[src/rtl/ea_gen_unit.sv]
// ea_gen_unit: sequenced effective-address generator with operand fetch and page-cross flag
module ea_gen_unit #(
  parameter int ADDR_W = 16,
  parameter int DATA_W = 8,
  parameter int NUM_IDX = 2,
  localparam int NB = ADDR_W / DATA_W,
  localparam int SW = (NUM_IDX > 1) ? $clog2(NUM_IDX) : 1
) (
  input  logic                      clk,
  input  logic                      rst,
  input  logic                      hold,
  input  logic                      start,
  input  logic [2:0]                mode,
  input  logic [SW-1:0]             idx_sel,
  input  logic [NUM_IDX*ADDR_W-1:0] idx_in,
  input  logic [DATA_W-1:0]         acc_in,
  input  logic [DATA_W-1:0]         data_in,
  input  logic                      data_valid,
  output logic                      fetch_req,
  output logic                      busy,
  output logic [ADDR_W-1:0]         ea,
  output logic                      ea_valid,
  output logic                      page_cross
);
  typedef enum logic [1:0] {IDLE, FETCH, CALC} state_t;
  state_t state, state_n;
  logic [2:0] mode_r, cnt;
  logic [ADDR_W-1:0] idx_r, idx_pick, op_buf, res, base;
  logic [DATA_W-1:0] acc_r;
  logic signed [DATA_W-1:0] w0;
  logic last, pc_en, pc;
  assign fetch_req = state == FETCH;
  assign busy = state != IDLE;
  assign w0 = op_buf[DATA_W-1:0];
  assign last = mode_r != 3'd1 || cnt == 3'(NB - 1);
  assign idx_pick = (int'(idx_sel) < NUM_IDX) ? idx_in[int'(idx_sel)*ADDR_W +: ADDR_W] : '0;
  always_comb begin
    state_n = state == IDLE  ? (start ? (mode < 3'd4 ? FETCH : CALC) : IDLE) :
              state == FETCH ? (data_valid && last ? CALC : FETCH) : IDLE;
  end
  always_comb begin
    res = '0;
    base = idx_r;
    pc_en = 1'b0;
    case (mode_r)
      3'd0: res = ADDR_W'($unsigned(w0));
      3'd1: res = op_buf;
      3'd2: begin res = idx_r + ADDR_W'($unsigned(w0)); pc_en = 1'b1; end
      3'd3: begin res = idx_r + ADDR_W'(w0); pc_en = 1'b1; end
      3'd4: begin res = idx_r + ADDR_W'(acc_r); pc_en = 1'b1; end
      3'd5: begin res = ea + ADDR_W'(1); base = ea; pc_en = 1'b1; end
      3'd6: res = idx_r;
      default: res = '0;
    endcase
    pc = pc_en && ((res >> 8) != (base >> 8));
  end
  always_ff @(posedge clk) begin
    if (rst) begin
      state <= IDLE;
      cnt <= '0;
      mode_r <= '0;
      idx_r <= '0;
      acc_r <= '0;
      op_buf <= '0;
      ea <= '0;
      ea_valid <= 1'b0;
      page_cross <= 1'b0;
    end else if (!hold) begin
      state <= state_n;
      ea_valid <= state == CALC;
      if (state == IDLE && start) begin
        mode_r <= mode;
        idx_r <= idx_pick;
        acc_r <= acc_in;
        cnt <= '0;
        op_buf <= '0;
      end
      // operand words arrive most significant first, so shift left
      if (state == FETCH && data_valid) begin
        op_buf <= (op_buf << DATA_W) | ADDR_W'(data_in);
        cnt <= cnt + 3'd1;
      end
      if (state == CALC) begin
        ea <= res;
        page_cross <= pc;
      end
    end
  end
endmodule

[config.mk]
export PLATFORM = sky130hd
export DESIGN_NAME = ea_gen_unit
export DESIGN_NICKNAME = d
export VERILOG_FILES = /design/src/rtl/ea_gen_unit.sv
export SDC_FILE = /design/constraint.sdc
export NUM_CORES = 1
export LEC_CHECK = 0
export ABC_AREA = 1
export BUFFER_PORTS_ARGS = -buffer_cell sky130_fd_sc_hd__buf_2
export CORE_ASPECT_RATIO = 1.2
export CORE_MARGIN = 8
export CORE_UTILIZATION = 55
export DETAILED_ROUTE_END_ITERATION = 8
export PLACE_DENSITY = 0.82
export REMOVE_ABC_BUFFERS = 1
export SLEW_MARGIN = 20
export SYNTH_ARGS = -nofsm -noshare
export SYNTH_HDL_FRONTEND = slang
export SYNTH_SLANG_ARGS = --single-unit
[constraint.sdc]
create_clock -name clk -period 4.1 [get_ports clk]
set_input_delay 0.41 -clock clk [delete_from_list [all_inputs] [get_ports clk]]
set_output_delay 0.41 -clock clk [all_outputs]
set_load 0.03 [all_outputs]
Word level (Yosys, flattened, before mapping)
Cells that the tools add are included.
Word-level totals
  register bits after elaboration: 66
  bits of input ports: 57
  output and inout port bits: 20
  logic and storage cells: 54
Cells by class
  add/subtract/negate cells: 5
  order comparisons: 1
  eq/ne operators: 11
  shift operators: 1
  multiplexer cells: 12
  bitwise operators: 2
  reductions and logical operators: 13
Operator list (number)
  $pmux W16 S7: 1
  $mux W16: 3
  $add A16 B8 Y16: 2
  $shiftx A32 B6 Y16: 1
  $add A16 B1 Y16 const B: 1
  $add A16 B16 Y16: 1
  $or A16 B8 Y16: 1
  $mux W2: 5
  $eq A3 B3 Y1 const B: 3
  $ne A8 B8 Y1: 1
  $eq A3 B1 Y1 const B: 2
  $eq A3 B2 Y1 const B: 2
  $mux W3: 2
  $reduce_and A2 Y1: 3
  $logic_and A1 B1 Y1: 4
  $reduce_bool A2 Y1: 2
  $reduce_or A4 Y1: 1
  $add A3 B1 Y3 const B: 1
  $logic_not A3 Y1: 1
  $lt A3 B3 Y1 const B: 1
  $ne A3 B1 Y1 const B: 1
  $eq A2 B1 Y1 const B: 1
  $eq A2 B2 Y1 const B: 1
  $logic_not A2 Y1: 1
  other kinds (3): 3

Longest topological paths before layout
Gate-level depths: netlist of run 1.
  depth in word-level cells: 6
  gate-level depth with buffers: 25
  gate-level depth less buffers: 24

Least setup slack after synthesis of run 1
OpenSTA, ideal clock, no wires.
  kind: reg2reg
  start point: register mode_r[0]
  end point: register page_cross
  setup time: 0.132 ns
  arrival: 2.497 ns
  data required time: 3.968 ns
  path slack: 1.471 ns
  stages on the path, launching flop included: 24
  path buffers: 1
  period minus slack after synthesis: 2.629 ns
  path through: dfxtp_1 nor2_1 nand2_1 inv_1 clkbuf_1 nand2_1 nand2_1 ha_1 inv_1 fa_1 inv_1 nand3_1 nand3_1 nand3_1 nand3_1 nand3_1 nand2_1 nand2_1 nand2_1 nand3_1 nor2_1 nand2_1 nand2_1 a21oi_1
Between the ends
  longest elaborated chain between the ends: 4
  elaborated cells on any way between the ends: 13
  those cells by class: 7 x eq/ne; 3 x mux; 3 x reduce/logical
RTL lines
  from (decl): RTL line 27  | logic [2:0] mode_r, cnt;
  from (signal assigned): RTL line 72  | mode_r <= mode;
  $eq A3 B3 Y1 (tied with other cells): RTL line 45  | case (mode_r)
  $pmux W16 S7 (tied with other cells): RTL line 45
  $ne A8 B8 Y1 / $mux W1 (equally long branches): RTL line 55, 45
  $logic_and A1 B1 Y1 (*): RTL line 55  | pc = pc_en && ((res >> 8) != (base >> 8));
  to (signal assigned): RTL line 85  | page_cross <= pc;
  to (decl): RTL line 23  | output logic page_cross
Every way passes the cells marked *; elsewhere a longest branch is shown, timed or not.
A chain may end at the register's enable or synchronous reset.

Worst setup path in the final report of run 1
Ends and elaborated chain as after synthesis.

==> impl_metrics.yaml, run 1 <==
min_path:
  hp-start: "acc_in[1]"
  hold_class: "input pin to flip-flop"
critical_path:
  rrSetupSlack_ns: 1.05
  worstSetupStartpointType: "flip-flop"
  critPathRequiredTime_ns: 4.32
  path_class: "flip-flop to flip-flop"
  crit_fanout: 14
  worstSetupEndpointType: "flip-flop"
  cp-startpoint: "mode_r[0]"
  reg2reg_from: "mode_r[0]"
  arrival_ns: 3.27
final_layout:
  layout.cells.non_filler: 959
  synthToLayoutAreaGrowth_pct: 13.7
  final.fill_count: 816
  finish.utilization_pct: 64.2
  final_nets: 918
  drive_gt1_share_pct: 13.0
  antenna_cells: 0
  final_area_sq_um: 5240
  layout_common_cells: "nand2_1 (219), inv_1 (117), nor2_1 (82)"
  layout_commonest_cell: "nand2_1"
placed_design:
  placed_area_sq_um: 5030
  io_buffers: 76
  dp_slack_ns: 1.09
  place.detailed.hpwl_mm: 10.5
  gp_congestion: 1.03
  dp.cells: 943
run:
  maxCapViolCount: 0
timing:
  slew_violations: 0
  tightest_slew_ns: 0.844
  finalSetupViolCount: 0
  fmax_ghz: 0.327
  fin_crit_ns: 3.05
  layout_setup_ws_ns: 1.05
  fin_skew_ns: 0.0101
  tns_ns: 0
  slew_headroom_pct: 43.6
  finalCritPeriodShare_pct: 74.5
  rsz0062_at_grt: "false"
  hold_violations: 0
logic_synthesis:
  ys_seq_area_share_pct: 28.7
  syn_area_per_cell_sq_um: 5.94
  synth_edf_count: 0
  ys.flop_type: "dfxtp_1"
  ys_warn_count: 0
  postSynthCellCount: 776
  synth_area_sq_um: 4610
  synth_cell_type_count: 34
  ys_ff_latch: 66
  async_reset_ff_share_pct: 0
routing:
  wl_mm: 13.8
  num_vias: 5136
  viasPerCell: 5.36
  post_drt_wl_per_cell_um: 14.4
  firstDrtPassIters: 5
  dr.first_iter.drc_count: 378
  postRouteAntennaNets: 0
  drc: 0
clock_network:
  h-tree-depth: 3
  cts_setup_buffers: 0
  cts_root_buf: "clkbuf_8"
  clock_latency_ns: 0.35
  numCtsBuffers: 9
  ctsResizeCount: 0
  clk_pin_slew_ns: 0.08
  clockBufferDepth: 2
  cts_tree: "yes"
  postCtsHoldBufs: 0
  cts_sinks: 66
floorplanning:
  die_area_sq_um: 11600
  fp-row-count: 36
  die_y_um: 116
  dieWidth_um: 99.5
  fp.coreArea_sq_um: 8150
  start_util_pct: 56.5
  pin_count: 77
grt:
  grt_max_degree: 44
  grt_overflow: 0
  antenna_found_initial: 0
  first_global_vias: 4871
  grt_pass1_wl_mm: 22.8
  grt.total_usage_pct: 24.7
outcome:
  status: "complete, no violations"
pwr:
  p_leak_nw: 2.62
  max-vdd-ir-drop_mv: 0.202
  power_density_nw_per_um2: 293
state kept, by name, summed over array words and instances, names as in the netlist:
register    cells
ea             16
ea_valid        1
op_buf         16
mode_r          3
idx_r          16
state           2
cnt             3
page_cross      1
acc_r           8
cells in the mapped netlist (all sizes together) (2+ instances only):
master     n  area (sq um)
a211oi     5          37.5
a21boi     3          22.5
a21oi     79           395
a22oi      6          45.0
a31oi      2          12.5
and2       3          18.8
buf        7          48.8
clkbuf    19          71.3
clkinv     2          7.51
dfxtp     66          1320
ha        20           250
inv      121           454
nand2    221           835
nand3     46           230
nand3b     3          22.5
nand4      4          25.0
nor2      86           335
nor3       6          35.0
o2111ai    7          61.3
o21ai     61           305
or2        4          25.0
worst paths after layout:
kind,endpoint,cells past startpoint
worst max register to register,page_cross,24
worst min-delay path,acc_r[1],3
worst max-delay path,page_cross,24
worst min register to register,op_buf[14],2
routing by layer:
metal	share of wire (%)	vias to the layer above	global-route usage [%]
li1	-	2612	-
met1	42	2310	28.9
met2	48	183	41.6
met3	6.2	31	4.83
met4	3.8	0	13.5
met5	0	-	0
report_power, final:
group / internal [W] / switching [W] / leakage (nW) / total [W]
clock: 0.000285 / 0.000290 / 0.0998 / 0.000575
sequential: 0.000669 / 0.0000300 / 0.538 / 0.000699
combinational: 0.0000931 / 0.000168 / 1.99 / 0.000262
cell families after synthesis:
group / share of synthesized area (%)
AND/OR/NAND/NOR: 33.3
AO/OA/AOI/OAI: 19.6
buffers and inverters: 12.6
flip-flops: 28.7
adder cells (fa/ha/maj): 5.87
per-stage QoR:
step	total power (W)	hold WS, ns
3_5_place_dp	0.000971	0.456
4_1_cts	0.00154	0.290
3_3_place_gp	0.000965	0.450
6_report	0.00154	0.303
2_1_floorplan	0.000873	0.432
5_1_grt	0.00161	0.294
cell type report:
class	count	area [sq um]	share of cell area, %
Multi-Input combinational cell	561	2710	51.7
Sequential cell	66	1320	25.2
Inverter	123	462	8.82
Timing Repair Buffer	79	403	7.69
Tap cell	114	143	2.72
Clock buffer	9	124	2.37
Clock inverter	7	77.6	1.48
critical path: stages (launching register included):
cell,delay [ns]
dfxtp_1,0.36
nor2_1,0.14
nand2_1,0.11
inv_1,0.30
nand2_1,0.09
nand2_1,0.07
ha_1,0.17
inv_1,0.06
fa_1,0.36
inv_1,0.12
nand2_1,0.07
nand3_1,0.16
nand2_1,0.09
nand2_1,0.08
nand2_1,0.06
nand3_1,0.16
nand2_1,0.10
nand2_1,0.08
nand2_1,0.05
inv_1,0.04
nand2_1,0.04
nor2_1,0.07
nand2_1,0.05
nand2_1,0.05
a21oi_1,0.05
Note: power is estimated with default switching activity, not from simulation.
==> run 2: changes to the inputs <==
--- a/config.mk
+++ b/config.mk
@@ -9,7 +9,7 @@
 export BUFFER_PORTS_ARGS = -buffer_cell sky130_fd_sc_hd__buf_2
 export CORE_ASPECT_RATIO = 1.2
 export CORE_MARGIN = 8
-export CORE_UTILIZATION = 55
+export CORE_UTILIZATION = 52
 export DETAILED_ROUTE_END_ITERATION = 8
 export PLACE_DENSITY = 0.82
 export REMOVE_ABC_BUFFERS = 1
==> constraint.sdc (replaced) <==
create_clock -name clk -period 2.5 [get_ports clk]
set_input_delay 0.25 -clock clk [delete_from_list [all_inputs] [get_ports clk]]
set_output_delay 0.25 -clock clk [all_outputs]
set_load 0.03 [all_outputs]
==> run 2 against run 1 <==
Compared with the run above:
- the run now ends with setup timing left
- clock power increased by 63%
- highest routed layer unchanged
- final cell count increased by 4.4%
- die area rose by 4.9%
==> impl_metrics.yaml, run 2 (synthesis results as in run 1) <==
timing:
  rsz0062_at_grt: "true"
  fin_skew_ns: 0.0110
  whs_ns: 0.143
  hold_violations: 0
  layout_setup_ws_ns: -0.0340
  slew_headroom_pct: 50.5
  fmax_ghz: 0.395
  finalSetupViolCount: 1
  tightest_slew_ns: 0.742
  fin_crit_ns: 2.53
  finalCritPeriodShare_pct: 101
  slew_violations: 0
routing:
  dr.first_iter.drc_count: 341
  postRouteAntennaNets: 0
  post_drt_wl_per_cell_um: 13.6
  drc: 0
  wl_mm: 13.6
  firstDrtPassIters: 5
  num_vias: 5267
  viasPerCell: 5.26
pwr:
  p_leak_nw: 2.84
  power.internal_w: 0.00178
  power_frac_clock_pct: 36.2
  power_density_nw_per_um2: 454
  comb_power_share_pct: 19.5
  max-vdd-ir-drop_mv: 0.314
  power_w: 0.00258
  p_sw_w: 0.000807
  seq_power_share_pct: 44.3
  switching_share_pct: 31.2
clock_network:
  postCtsHoldBufs: 0
  clk_pin_slew_ns: 0.08
  cts_root_buf: "clkbuf_8"
  h-tree-depth: 3
  clock_latency_ns: 0.35
  cts_tree: "yes"
  clockBufferDepth: 2
  numCtsBuffers: 9
  cts_sinks: 66
floorplanning:
  dieWidth_um: 102
  fp.coreArea_sq_um: 8610
  die_y_um: 119
  die_area_sq_um: 12100
  start_util_pct: 53.5
  pin_count: 77
  fp-row-count: 37
final_layout:
  layout_common_cells: "nand2_1 (211), inv_1 (114), nor2_1 (77)"
  final.fill_count: 825
  drive_gt1_share_pct: 20.6
  finish.utilization_pct: 66.1
  synthToLayoutAreaGrowth_pct: 23.5
  layout.cells.non_filler: 1001
  antenna_cells: 0
  final_nets: 957
  biggestRegsByFlops: "ea (16), idx_r (16), op_buf (16)"
  layout_commonest_cell: "nand2_1"
critical_path:
  arrival_ns: 2.76
  cpPeakStageDelay_ns: 0.34
  path_class: "flip-flop to flip-flop"
  critPathRequiredTime_ns: 2.72
  path_cells: "nor2_1 -> nand2_1 -> inv_2 -> buf_12 -> o21ai_0 -> ha_1 -> nand2_1 -> inv_1 -> nand2_1 -> nand3_2 -> nand2_1 -> nand2_1 -> nand2_1 -> nand3_2 -> nand3b_1 -> nand2_1 -> inv_1 -> nand2_1 -> nor2_1 -> nand2_1 -> nand2_1 -> a21oi_1"
  cp-startpoint: "mode_r[0]"
  crit_fanout: 11
  crit_slowest_cell: "dfxtp_2"
  worstSetupStartpointType: "flip-flop"
  cp_common_cell: "nand2_1"
  worstSetupEndpointType: "flip-flop"
  reg2reg_from: "mode_r[0]"
grt:
  grt.total_usage_pct: 22.8
  first_global_vias: 4902
  grt_max_degree: 44
  grt_pass1_wl_mm: 22.3
  antenna_found_initial: 0
  grt_overflow: 0
outcome:
  status: "complete, but fails checks"
  violations: "setup timing"
placed_design:
  dp_slack_ns: -0.142
  io_buffers: 76
  place.detailed.hpwl_mm: 10.3
  gp_congestion: 0.972
  dp.cells: 981
run:
  maxCapViolCount: 0
min_path:
  hold_class: "input pin to flip-flop"
  hp-start: "data_in[3]"
## run 2: cell types whose count changed in the layout (fill, tap and decap cells not counted), sizes merged
| cell | before | now |
|---|---|---|
| inv | 122 | 123 |
| buf | 79 | 118 |
| clkinvlp | 1 | 0 |
## run 2: worst max-delay path: cells and delay by family (launching register included)
kind	cells	cell delay (ns)
and+or+nand+nor	15	1.17
buffers and inverters	4	0.33
adders and majority gates	1	0.30
AOI/OAI and AO/OA	2	0.27
DFF	1	0.34
## run 2: final timing paths
kind,to,slack [ns],cells past startpoint
worst max-delay path,page_cross,-0.03,22
worst min-delay path,op_buf[3],0.14,3
worst max register to register,page_cross,-0.03,22
worst min register to register,ea_valid,0.46,2
## run 2: area by class of cell
type	instances	area (sq um)	area share, %
Multi-Input combinational cell	561	2850	50.0
Timing Repair Buffer	118	712	12.5
Inverter	123	462	8.11
Sequential cell	66	1320	23.3
Clock buffer	9	124	2.18
Clock inverter	7	77.6	1.36
Tap cell	117	146	2.57
## run 2: metal layers
layer | global-route usage, % | vias up | wire length (um)
met5 | 0 | - | 0
met4 | 12.4 | 0 | 579
met3 | 4.14 | 39 | 916
met2 | 38.2 | 193 | 6570
met1 | 26.6 | 2336 | 5560
li1 | - | 2699 | -
## run 2: power groups by stage
stage	logic [W]	registers, W	clock network [W]
2_1_floorplan	0.000269	0.00116	0
3_3_place_gp	0.000467	0.00116	0
3_5_place_dp	0.000473	0.00116	0
4_1_cts	0.000484	0.00114	0.000950
5_1_grt	0.000565	0.00115	0.00100
6_report	0.000503	0.00114	0.000937
## run 2: repair_timing
item                                    CTS  global route
pin swaps                                 5             9
buffers inserted                          2             2
cloned                                    0             0
resized for setup                        15            21
hold endpoints to repair                  0             0
endpoints found under the setup margin    2            10
## run 2: through the flow
step	area (sq um)	TNS (ns)
2_1_floorplan	4490	-0.627
5_1_grt	5690	-1.02
3_3_place_gp	5310	-0.102
4_1_cts	5580	0
6_report	5690	-0.0340
3_5_place_dp	5310	-0.150
